<file path="config.mk">
export PLATFORM = sky130hd
export DESIGN_NAME = fifo_rd_ctrl_flat
export DESIGN_NICKNAME = d
export VERILOG_FILES = /design/src/rtl/fifo_rd_ctrl_pkg.sv /design/src/rtl/fifo_rd_ctrl_if.sv /design/src/rtl/fifo_rd_ctrl_gray_conv.sv /design/src/rtl/fifo_rd_ctrl.sv /design/src/flat_wrapper.sv
export SDC_FILE = /design/constraint.sdc
export NUM_CORES = 1
export LEC_CHECK = 0
export BUFFER_PORTS_ARGS = -buffer_cell sky130_fd_sc_hd__buf_2
export CAP_MARGIN = 0
export CORE_ASPECT_RATIO = 0.75
export CORE_MARGIN = 3
export CORE_UTILIZATION = 55
export DETAILED_ROUTE_END_ITERATION = 10
export PLACE_DENSITY = 0.93
export SLEW_MARGIN = 0
export SYNTH_ARGS = -nofsm -noshare
export SYNTH_HDL_FRONTEND = slang
export SYNTH_SLANG_ARGS = --single-unit
</file>
<file path="constraint.sdc">
create_clock -name rclk -period 7.5 [get_ports rclk]
set_input_delay 0.75 -clock rclk [delete_from_list [all_inputs] [get_ports rclk]]
set_output_delay 0.75 -clock rclk [all_outputs]
set_load 0.03 [all_outputs]
</file>
<file path="src/rtl/fifo_rd_ctrl_pkg.sv">
// Shared types and helpers for the async FIFO read-side controller.
// Holds the output-buffer state encoding and the buffer occupancy helper.
package fifo_rd_ctrl_pkg;

  typedef enum logic [1:0] {
    BUF_EMPTY = 2'd0,
    BUF_ONE   = 2'd1,
    BUF_TWO   = 2'd2
  } buf_state_e;

  // Words the buffer will hold once the in-flight read lands and the current pop retires.
  function automatic logic [2:0] buf_occupancy(input buf_state_e s, input logic inflight,
                                               input logic pop);
    logic [2:0] base;
    case (s)
      BUF_EMPTY: base = 3'd0;
      BUF_ONE:   base = 3'd1;
      BUF_TWO:   base = 3'd2;
      default:   base = 3'd2;
    endcase
    return base + {2'b00, inflight} - {2'b00, pop};
  endfunction

endpackage

</file>
<file path="src/rtl/fifo_rd_ctrl_if.sv">
// AXI-Stream link between the FIFO read controller (master) and its consumer (slave).
interface fifo_rd_ctrl_if #(
  parameter int dw = 8
);
  logic          m_tvalid;
  logic [dw-1:0] m_tdata;
  logic          m_tready;

  modport master (output m_tvalid, output m_tdata, input  m_tready);
  modport slave  (input  m_tvalid, input  m_tdata, output m_tready);
endinterface

</file>
<file path="src/rtl/fifo_rd_ctrl_gray_conv.sv">
// Combinational Gray-to-binary converter shared by the FIFO pointer logic.
// Each binary bit is the XOR of all Gray bits at or above it.
module fifo_gray_conv #(
  parameter int w = 4
) (
  input  logic [w-1:0] i_gray,
  output logic [w-1:0] o_bin
);
  for (genvar i = 0; i < w; i++) begin : g_bit
    assign o_bin[i] = ^i_gray[w-1:i];
  end
endmodule

</file>
<file path="src/rtl/fifo_rd_ctrl.sv">
// Read-side controller of the async FIFO: owns the read pointer and empty flag and
// drains the RAM onto AXI-Stream through a 2-entry buffer. Optional macro FIFO_RD_LEVEL_EN adds rd_level.
module fifo_rd_ctrl
  import fifo_rd_ctrl_pkg::*;
#(
  parameter int aw = 3,
  parameter int dw = 8
) (
  input  logic          rclk,
  input  logic          rrst_n,
  input  logic [aw:0]   wptr_gray_sync,
  input  logic [dw-1:0] ram_do,
  output logic [aw-1:0] raddr,
  output logic          rd_en,
  output logic          rce,
  output logic          oe,
  output logic          empty,
  output logic [aw:0]   rptr_gray,
  fifo_rd_ctrl_if.master m_axis
`ifdef FIFO_RD_LEVEL_EN
  ,
  output logic [aw:0]   rd_level
`endif
);

  function automatic logic [aw:0] bin2gray(input logic [aw:0] b);
    return b ^ (b >> 1);
  endfunction

  logic [aw:0]   r_rbin;
  logic [aw:0]   r_rptr_gray;
  logic          r_empty;
  logic          r_inflight;
  logic          r_tvalid;
  logic [dw-1:0] r_head;
  logic [dw-1:0] r_skid;
  buf_state_e    r_state;

  logic [aw:0]   w_wbin;
  logic [aw:0]   w_rbin_next;
  logic          w_pop;
  logic          w_issue;
  buf_state_e    w_state_next;
  logic [dw-1:0] w_head_next;
  logic [dw-1:0] w_skid_next;

  fifo_gray_conv #(.w(aw + 1)) u_wgray (
    .i_gray (wptr_gray_sync),
    .o_bin  (w_wbin)
  );

  // Only issue a read when the buffer is guaranteed a free slot for its return.
  assign w_pop       = r_tvalid & m_axis.m_tready;
  assign w_issue     = ~r_empty & (buf_occupancy(r_state, r_inflight, w_pop) < 3'd2);
  assign w_rbin_next = r_rbin + {{aw{1'b0}}, w_issue};

  // Read pointer, Gray copy for the write domain, empty flag and in-flight marker.
  always_ff @(posedge rclk) begin
    if (!rrst_n) begin
      r_rbin      <= '0;
      r_rptr_gray <= '0;
      r_empty     <= 1'b1;
      r_inflight  <= 1'b0;
    end else begin
      r_rbin      <= w_rbin_next;
      r_rptr_gray <= bin2gray(w_rbin_next);
      r_empty     <= (w_rbin_next == w_wbin);
      r_inflight  <= w_issue;
    end
  end

  // Output buffer next state: the head is what m_tdata shows, skid catches a stalled return.
  always_comb begin
    w_state_next = r_state;
    w_head_next  = r_head;
    w_skid_next  = r_skid;
    case (r_state)
      BUF_EMPTY: begin
        if (r_inflight) begin
          w_head_next  = ram_do;
          w_state_next = BUF_ONE;
        end else begin
          w_state_next = BUF_EMPTY;
        end
      end
      BUF_ONE: begin
        if (r_inflight && !w_pop) begin
          w_skid_next  = ram_do;
          w_state_next = BUF_TWO;
        end else if (r_inflight && w_pop) begin
          w_head_next  = ram_do;
          w_state_next = BUF_ONE;
        end else if (w_pop) begin
          w_state_next = BUF_EMPTY;
        end else begin
          w_state_next = BUF_ONE;
        end
      end
      BUF_TWO: begin
        if (w_pop) begin
          w_head_next  = r_skid;
          w_state_next = BUF_ONE;
        end else begin
          w_state_next = BUF_TWO;
        end
      end
      default: begin
        w_state_next = BUF_EMPTY;
      end
    endcase
  end

  // Output buffer registers; valid is registered from the next buffer state.
  always_ff @(posedge rclk) begin
    if (!rrst_n) begin
      r_state  <= BUF_EMPTY;
      r_head   <= '0;
      r_skid   <= '0;
      r_tvalid <= 1'b0;
    end else begin
      r_state  <= w_state_next;
      r_head   <= w_head_next;
      r_skid   <= w_skid_next;
      r_tvalid <= (w_state_next != BUF_EMPTY);
    end
  end

`ifdef FIFO_RD_LEVEL_EN
  logic [aw:0] r_rd_level;

  // Words still sitting in RAM, excluding the buffer and any in-flight read.
  always_ff @(posedge rclk) begin
    if (!rrst_n) begin
      r_rd_level <= '0;
    end else begin
      r_rd_level <= w_wbin - r_rbin;
    end
  end

  assign rd_level = r_rd_level;
`endif

  assign raddr           = r_rbin[aw-1:0];
  assign rd_en           = w_issue;
  assign rce             = 1'b1;
  assign oe              = 1'b1;
  assign empty           = r_empty;
  assign rptr_gray       = r_rptr_gray;
  assign m_axis.m_tvalid = r_tvalid;
  assign m_axis.m_tdata  = r_head;

endmodule
</file>
<file path="src/flat_wrapper.sv">
// flat-port wrapper written by rule: the top's interface ports become plain ports
module fifo_rd_ctrl_flat import fifo_rd_ctrl_pkg::*;
#(
  parameter int aw = 3,
  parameter int dw = 8
)
  (rclk, rrst_n, wptr_gray_sync, ram_do, raddr, rd_en, rce, oe, empty, rptr_gray, m_axis_m_tvalid, m_axis_m_tdata, m_axis_m_tready);
  fifo_rd_ctrl_if #(.dw(dw)) m_axis_i ();
  input  logic rclk;
  input  logic rrst_n;
  input  logic [aw:0] wptr_gray_sync;
  input  logic [dw-1:0] ram_do;
  output logic [aw-1:0] raddr;
  output logic rd_en;
  output logic rce;
  output logic oe;
  output logic empty;
  output logic [aw:0] rptr_gray;
  output wire logic [$bits(m_axis_i.m_tvalid)-1:0] m_axis_m_tvalid;
  output wire logic [$bits(m_axis_i.m_tdata)-1:0] m_axis_m_tdata;
  input wire logic [$bits(m_axis_i.m_tready)-1:0] m_axis_m_tready;
  assign m_axis_m_tvalid = m_axis_i.m_tvalid;
  assign m_axis_m_tdata = m_axis_i.m_tdata;
  assign m_axis_i.m_tready = m_axis_m_tready;
  fifo_rd_ctrl #(.aw(aw), .dw(dw)) u_core (.rclk(rclk), .rrst_n(rrst_n), .wptr_gray_sync(wptr_gray_sync), .ram_do(ram_do), .raddr(raddr), .rd_en(rd_en), .rce(rce), .oe(oe), .empty(empty), .rptr_gray(rptr_gray), .m_axis(m_axis_i));
endmodule
</file>
# Yosys cells after proc, flatten, opt, wreduce, memory -nomap -nowiden

Cells that the tools add are included.

Register bits after elaboration: 29
Input bits: 15
Output and inout port bits: 20
Logic and storage cells: 46

$add $sub $neg: 3
Magnitude comparators: 1
Eq/ne operators: 7
Muxes and demuxes: 12
Bitwise logic cells: 4
Reduce and logical (&&, ||, !) cells: 11

Operator list:

| operator             | count |
|---|---|
| $mux W8              | 4 |
| $pmux W8 S3          | 1 |
| $mux W2              | 3 |
| $ne A2 B1 Y1 const B | 3 |
| $pmux W2 S3          | 1 |
| $reduce_and A5 Y1    | 1 |
| $add A4 B1 Y4        | 1 |
| $eq A4 B4 Y1         | 1 |
| $pmux W2 S2          | 1 |
| $reduce_xor A4 Y1    | 1 |
| $xor A4 B3 Y4        | 1 |
| $add A2 B1 Y3        | 1 |
| $lt A3 B2 Y1 const B | 1 |
| $reduce_bool A3 Y1   | 1 |
| $reduce_xor A3 Y1    | 1 |
| $sub A3 B1 Y3        | 1 |
| $and A1 B1 Y1        | 2 |
| $eq A2 B1 Y1 const B | 1 |
| $eq A2 B2 Y1 const B | 1 |
| $logic_and A1 B1 Y1  | 2 |
| $logic_not A2 Y1     | 1 |
| $mux W1              | 2 |
| $ne A2 B2 Y1 const B | 1 |
| $reduce_and A2 Y1    | 1 |
| 4 further kinds      | 4 |

# Longest topological paths before layout

Gate-level depths: netlist of run 1.

Depth after elaboration: 8
Depth in mapped cells: 12
Depth with buffers taken out: 12

# Modules after synthesis

From an unflattened synthesis of run 1, not the netlist that was laid out.

Cells, all modules: 136
Area, all modules: 1,391.3 µm²

By module, submodules not included:

| module         | times used | cells each | area each (µm²) | seq. area each (µm²) |
|---|---|---|---|---|
| fifo_rd_ctrl   | 1          | 131        | 1,341.3         | 560.5 |
| fifo_gray_conv | 1          | 5          | 50.0            | 0.0 |

# Least setup slack after synthesis of run 1

Ideal clock, no wire load.

Kind: in2reg
From: input port m_axis_m_tready
To: register u_core.r_empty, in the netlist u_core.empty
Setup time: 87 ps
Data arrival time: 4,014 ps
Required time: 7,413 ps
Slack: 3,399 ps
Stages on the path: 12
Path buffers: 0
Cell sequence: nand2_1 > ha_1 > or3b_2 > fa_1 > xor2_1 > nor3b_1 > ha_1 > ha_1 > xnor2_1 > nor3_1 > a31oi_1 > o31ai_1

Cells in the longest elaborated chain, start to end: 6

Ends and longest elaborated chain:

| what                 | line                   | source |
|---|---|---|
| start, declared      | flat_wrapper.sv:21     | `input wire logic [$bits(m_axis_i.m_tready)-1:0] m_axis_m_tready;` |
| $and A1 B1 Y1        | fifo_rd_ctrl.sv:53     | `assign w_pop = r_tvalid & m_axis.m_tready;` |
| $sub A3 B1 Y3        | fifo_rd_ctrl_pkg.sv:21 | `return base + {2'b00, inflight} - {2'b00, pop};` |
| $lt A3 B2 Y1         | fifo_rd_ctrl.sv:54     | `assign w_issue = ~r_empty & (buf_occupancy(r_state, r_inflight, w_pop) < 3'd2);` |
| $and A1 B1 Y1        | fifo_rd_ctrl.sv:54     |  |
| net rd_en            | flat_wrapper.sv:14     | `output logic rd_en;` |
| $add A4 B1 Y4        | fifo_rd_ctrl.sv:55     | `assign w_rbin_next = r_rbin + {{aw{1'b0}}, w_issue};` |
| $eq A4 B4 Y1         | fifo_rd_ctrl.sv:67     | `r_empty <= (w_rbin_next == w_wbin);` |
| end signal, assigned | fifo_rd_ctrl.sv:67     |  |
| end, declared        | fifo_rd_ctrl.sv:32     | `logic r_empty;` |

The timed path passes the listed nets, and every way through them passes these cells.
A chain may end at the register's enable or synchronous reset.

# Worst setup path after layout of run 1

From: input port m_axis_m_tready
To: output port rd_en

Cells in the longest elaborated chain, start to end: 4

Ends and longest elaborated chain:

| what          | line |
|---|---|
| $and A1 B1 Y1 | fifo_rd_ctrl.sv:53 |
| $sub A3 B1 Y3 | fifo_rd_ctrl_pkg.sv:21 |
| $lt A3 B2 Y1  | fifo_rd_ctrl.sv:54 |
| $and A1 B1 Y1 | fifo_rd_ctrl.sv:54 |
| end, declared | flat_wrapper.sv:14 |

Every way passes these cells.

==> reports/qor.csv, run 1 <==
metric,value,unit
status,completed,
Die Wd,62.76,um
initial antenna violation count,0,
largest family of logic cells by synthesized area,simple AND/OR/NAND/NOR gates,
CP dominant cell by count,buf_2,
post-place setup slack,3.695,ns
core area,2137,um^2
Initial Utilization,62.18,%
Post-Synthesis Mean Instance Area,10.38,um^2
post-route worst setup slack,3.900,ns
# rows,14,
Hold Worst Slack,0.5145,ns
Critical Path AT,2.85,ns
synthesis-to-finish area growth,14.31,%
number of hold buffers added after cts,0,
Max Cap Viol,0,
proportion of layout cells with a drive suffix above 1,24.52,%
WL final,2.534,mm
leakage power,0.8412,nW
global-route wire length before repair,4.271,mm
PwrDens,259.1,nW/um^2
asr flop ratio synth,0,%
Max Slew Vio Count,0,
nets,175,
Detailed Routing Iterations Pass 1,4,
Synth cell types,33,
final core area utilization,71.08,%
kind of critical path,primary input to primary output,
worst min path class,flop to flop,
drt via density,5.155,
Root Driver,clkbuf_4,
largest net degree at the start of global routing,29,
"Design Area, Final",1519,um^2
Max stage delay on crit path,0.47,ns
Gate power share,30.4,%
simple-gate share of the synthesized area,17.61,%
Mapped Area,1329,um^2
Setup TNS Final,0,ns
clock network power share,24.7,%
grt ovf,0,
Slew HR,55.71,%
final setup vio count,0,
Total GRT Usage,17.64,%
"EDFF count, synth",0,
sequential power share,44.9,%
DR iter-0 viols,22,
"critical path, cell by cell","buf_2, nand2_1, ha_1, or3b_2, fa_1, xor2_1, nor3b_1, buf_2",
Ys Warns,0,
post-route clock period utilization,48.00,%
CP Buf/Inv Count,2,
Critical Path Sink Type,primary output,
Main synth FF type,dfxtp_1,
Vert. Die Dim,48.57,um
post-route insts no fill,187,
Vias,964,
Clock Skew,0.009747,ns
mux cell area share after synthesis,12.81,%
Yosys top cell by area,dfxtp_1,
area of the die,3048,um^2
CTS tree,built,
internal power,265.3,uW
crit-path max FO,4,
Placed Cells incl. Taps,183,
Diodes inserted,0,
number of global-route vias before repair,934,
switch share,32.58,%
# IOs,35,
adder-cell share of the synthesized area,4.331,%
Psw,128.2,uW
FILL cells,168,
worst-margin pin slew,0.6624,ns
Resized cells post-CTS,0,
PortBufs,32,
CTS HTree Levels,1,
synth cell count leaders,"dfxtp_1 (28), mux2i_1 (17), nand2_1 (10), nor2b_1 (10), o211a_1 (8)",
crit path launch type,primary input,
total CTS buffers,3,
Worst-Skew Late Latency,0.33,ns
"Hold Violations, Final",0,
Critical Path RT,6.75,ns
top post-synthesis cells by area,"dfxtp_1 (42%), mux2i_1 (13%), o211a_1 (6.0%), nor2b_1 (4.7%), xor2_1 (4.0%)",
per-cell routed wire length,13.55,um
post-synth top area share,42.18,%
clk sinks,28,
#FFs+latches synth,28,
DP Area,1466,um^2
maximum vdd ir drop,0.1520,mV
sequential area share after synthesis,42.18,%
RD Place Congestion,0.8576,
Final ANT Viol Nets,0,
RSZ-0062 raised after global routing,false,
"slowest stage cell, crit path",or3b_2,
post-CTS setup buffers,0,
Synth Area in Compound Gates,11.21,%
remaining routing DRC violations,0,
CTS Buffer Depth,2,
Tmin final,3.600,ns
Clock transition at path regs,0.15,ns
Total Power,393.6,uW
Fmax,277.8,MHz
"count leader, synth",dfxtp_1,
xor/xnor share of the synthesized area,6.591,%
"Largest delay share family, worst path",simple AND/OR/NAND/NOR gates,
Detailed Place HPWL,1.907,mm
cells after synthesis,128,
[kinds of logic (layout without fill, tap and decap cells)]
logic type      after synthesis  after routing
compound gates               17             17
xor+xnor                     10             10
fa+ha+maj                     4              4
buf+inv                      10             36
flops                        28             28
mux                          17             17
other cells                   1              2
simple gates                 41             41
[cell usage in the layout (no fill, tap or decap), types with 2 or more instances in the layout]
cell,Yosys,final
buf_2,2,32
dfxtp_1,28,28
mux2i_1,17,17
nand2_1,10,10
nor2b_1,10,10
o211a_1,8,8
xor2_1,6,6
and2_1,6,6
xnor2_1,4,4
nor2_1,3,3
nand2b_1,3,3
a21boi_0,3,3
ha_1,3,3
clkbuf_4,0,3
nand4b_1,2,2
conb_1,1,2
[power groups by stage]
stage / Combinational (mW) / Sequential [mW] / Clock, mW
global route: 0.130 / 0.179 / 0.107
detailed placement: 0.119 / 0.180 / 0
floorplan: 0.0637 / 0.207 / 0
global placement: 0.115 / 0.179 / 0
finish: 0.119 / 0.177 / 0.0973
CTS: 0.120 / 0.177 / 0.0997
[final timing paths]
check / start / end / slack [ns] / cells after the start
max reg2reg: u_core.m_axis.m_tvalid / u_core.empty / 4.12 / 12
min: u_core.m_axis.m_tdata[0] / u_core.m_axis.m_tdata[0] / 0.51 / 1
min reg2reg: u_core.m_axis.m_tdata[0] / u_core.m_axis.m_tdata[0] / 0.51 / 1
max: m_axis_m_tready / rd_en / 3.90 / 8
[routing by layer]
layer | GRT usage, % | up-vias | routed length, um
li1 | - | 488 | -
met1 | 20.03 | 449 | 1115
met2 | 31.15 | 21 | 1257
met3 | 6.481 | 6 | 126
met4 | 4.762 | 0 | 35
met5 | 0 | - | 0
[final cells by class]
class / instances / area [um^2] / area share [%]
Timing Repair Buffer: 32 / 160.2 / 10.54
Clock inverter: 1 / 30.03 / 1.977
Tap cell: 32 / 40.04 / 2.636
Clock buffer: 3 / 22.52 / 1.483
Multi-Input combinational cell: 91 / 705.7 / 46.46
Sequential cell: 28 / 560.5 / 36.90
[worst reg2reg max path: cells and delay by family (launching register included)]
kind                       cells  cell delay, ns
and+or+nand+nor                4            1.17
adders and majority gates      4            1.12
DFF                            1            0.39
xor gates and xnor gates       2            0.31
AOI/OAI and AO/OA              2            0.31
[sequential cells by signal, summed over array words and instances (netlist names)]
signal / flops
u_core.empty: 1
u_core.m_axis.m_tdata: 8
u_core.m_axis.m_tvalid: 1
u_core.r_inflight: 1
u_core.r_rbin: 3
u_core.r_skid: 8
u_core.r_state: 2
u_core.rptr_gray: 4
Note: power is estimated with default switching activity, not from simulation.
==> inputs of run 2 (changes only) <==
Settings changed: CORE_UTILIZATION 55 to 46, PLACE_DENSITY 0.93 to 0.84.
Clock period 7.5 ns to 3.26 ns, I/O delays scaled along.
==> reports/qor.csv, run 2 (same netlist as run 1, synthesis figures left out) <==
metric,value,unit,change
status,completed,,
Vias,961,,-0.31%
Critical Path Sink Type,flop,,
proportion of layout cells with a drive suffix above 1,28.39,%,+3.9 points
Max Slew Vio Count,0,,unchanged
initial antenna violation count,0,,unchanged
Critical Path RT,3.45,ns,-3.30 ns
CTS Buffer Depth,2,,unchanged
total CTS buffers,3,,unchanged
Detailed Routing Iterations Pass 1,4,,unchanged
"Hold Violations, Final",0,,unchanged
Detailed Place HPWL,1.851,mm,-3.0%
number of global-route vias before repair,958,,+2.6%
remaining routing DRC violations,0,,unchanged
Max Cap Viol,0,,unchanged
clk sinks,28,,unchanged
final setup vio count,0,,unchanged
Total GRT Usage,15.06,%,-2.6 points
most frequent cells in the layout,"buf_2 (32), dfxtp_1 (27), mux2i_1 (17), nand2_1 (10), nor2b_1 (10)",,
Clock transition at path regs,0.09,ns,-0.06 ns
Setup TNS Final,0,ns,unchanged
CTS tree,built,,
DR iter-0 viols,40,,+82%
post-route clock period utilization,95.98,%,
Placed Cells incl. Taps,187,,+2.2%
RD Place Congestion,0.7190,,-16%
WL final,2.474,mm,-2.4%
crit-path max FO,5,,+1
post-place setup slack,0.06060,ns,-3.634 ns
post-route worst setup slack,0.1311,ns,-3.769 ns
Final ANT Viol Nets,0,,unchanged
drt via density,5.031,,-2.4%
Worst-Skew Late Latency,0.27,ns,-0.06 ns
flop-to-flop setup slack,0.13,ns,-3.99 ns
"critical path, cell by cell","nand2_1, ha_1, or3b_2, fa_1, xor2_1, nor3b_4, ha_2, ha_4, xnor2_2, nor3_1, a31oi_1, o31ai_1",,
Diodes inserted,0,,unchanged
grt ovf,0,,unchanged
largest net degree at the start of global routing,29,,unchanged
# rows,16,,+2
Slew HR,54.64,%,-1.1 points
Root Driver,clkbuf_8,,
PortBufs,32,,unchanged
RSZ-0062 raised after global routing,false,,
Max stage delay on crit path,0.48,ns,about the same
maximum vdd ir drop,0.2964,mV,+95%
Tmin final,3.129,ns,
Initial Utilization,49.53,%,-13 points
PwrDens,571.7,nW/um^2,+120%
leakage power,0.8449,nW,+0.45%
area of the die,3576,um^2,+17%
"slowest stage cell, crit path",or3b_2,,
core area,2683,um^2,+26%
"commonest non-fill, non-tap cell in the layout",buf_2,,
crit path launch type,flop,,
Hold Worst Slack,0.3249,ns,-0.1896 ns
Total Power,898.5,uW,+130%
Vert. Die Dim,52.55,um,+8.2%
CTS HTree Levels,1,,unchanged
Clock Skew,0.003204,ns,-0.006543 ns
# IOs,35,,unchanged
nets,175,,unchanged
post-CTS setup buffers,0,,unchanged
worst min path class,primary input to flop,,
kind of critical path,flop to flop,,
global-route wire length before repair,4.126,mm,-3.4%
Die Wd,68.06,um,+8.5%
Critical Path AT,3.31,ns,+0.46 ns
worst-margin pin slew,0.6785,ns,+0.01608 ns
per-cell routed wire length,12.95,um,-4.4%
synthesis-to-finish area growth,18.27,%,
post-route insts no fill,191,,+2.1%
Fmax,319.6,MHz,
==> run 2: changes by cell type in the layout (fill, tap and decap cells not counted), sizes merged <==
cell	delta
clkbuf	+1
bufinv	-1
==> run 2: repair_timing <==
item,4_1_cts,5_1_grt
setup endpoints to repair,0,1
gates resized for setup,0,1
hold buffers,0,0
endpoints found under the hold margin,0,0
==> run 2: routing by layer <==
metal / vias to the layer above / GRT usage (%) / wire length [um]
met2: 21 / 26.40 / 1247
met4: 0 / 3.300 / 4
li1: 483 / - / -
met1: 455 / 18.28 / 1083
met5: - / 0 / 0
met3: 2 / 4.077 / 138
==> run 2: final timing paths <==
path / startpoint / to / cells after the start
min reg2reg: u_core.m_axis.m_tdata[4] / u_core.m_axis.m_tdata[4] / 1
min: ram_do[2] / u_core.r_skid[2] / 3
max reg2reg: u_core.m_axis.m_tvalid / u_core.empty / 12
max: u_core.m_axis.m_tvalid / u_core.empty / 12
==> run 2: area by class of cell <==
cell class / count / area, um^2
Clock buffer: 4 / 55.05
Sequential cell: 28 / 564.3
Tap cell: 36 / 45.04
Fill cell: 222 / 1111
Multi-Input combinational cell: 91 / 747.0
Timing Repair Buffer: 32 / 160.2
==> run 2: critical path, delay by kind of cell, from the launching register on <==
family	cells	cell delay, ns
AOI/OAI and AO/OA	2	0.30
adders and majority gates	4	1.07
DFF	1	0.36
and+or+nand+nor	4	1.03
xor gates and xnor gates	2	0.29
==> run 2: metrics by stage <==
stage	utilization [%]	area [um^2]
after floorplan	-	1370
after global placement	56.25	1509
after detailed placement	56.25	1509
after CTS	58.30	1564
after global routing	58.58	1572
final	58.58	1572
==> run 2: power by group <==
part	internal [mW]	leakage [nW]	switching, mW
clock	0.108	0.0288	0.0973
combinational	0.115	0.587	0.170
sequential	0.382	0.229	0.0268
total	0.605	0.845	0.294
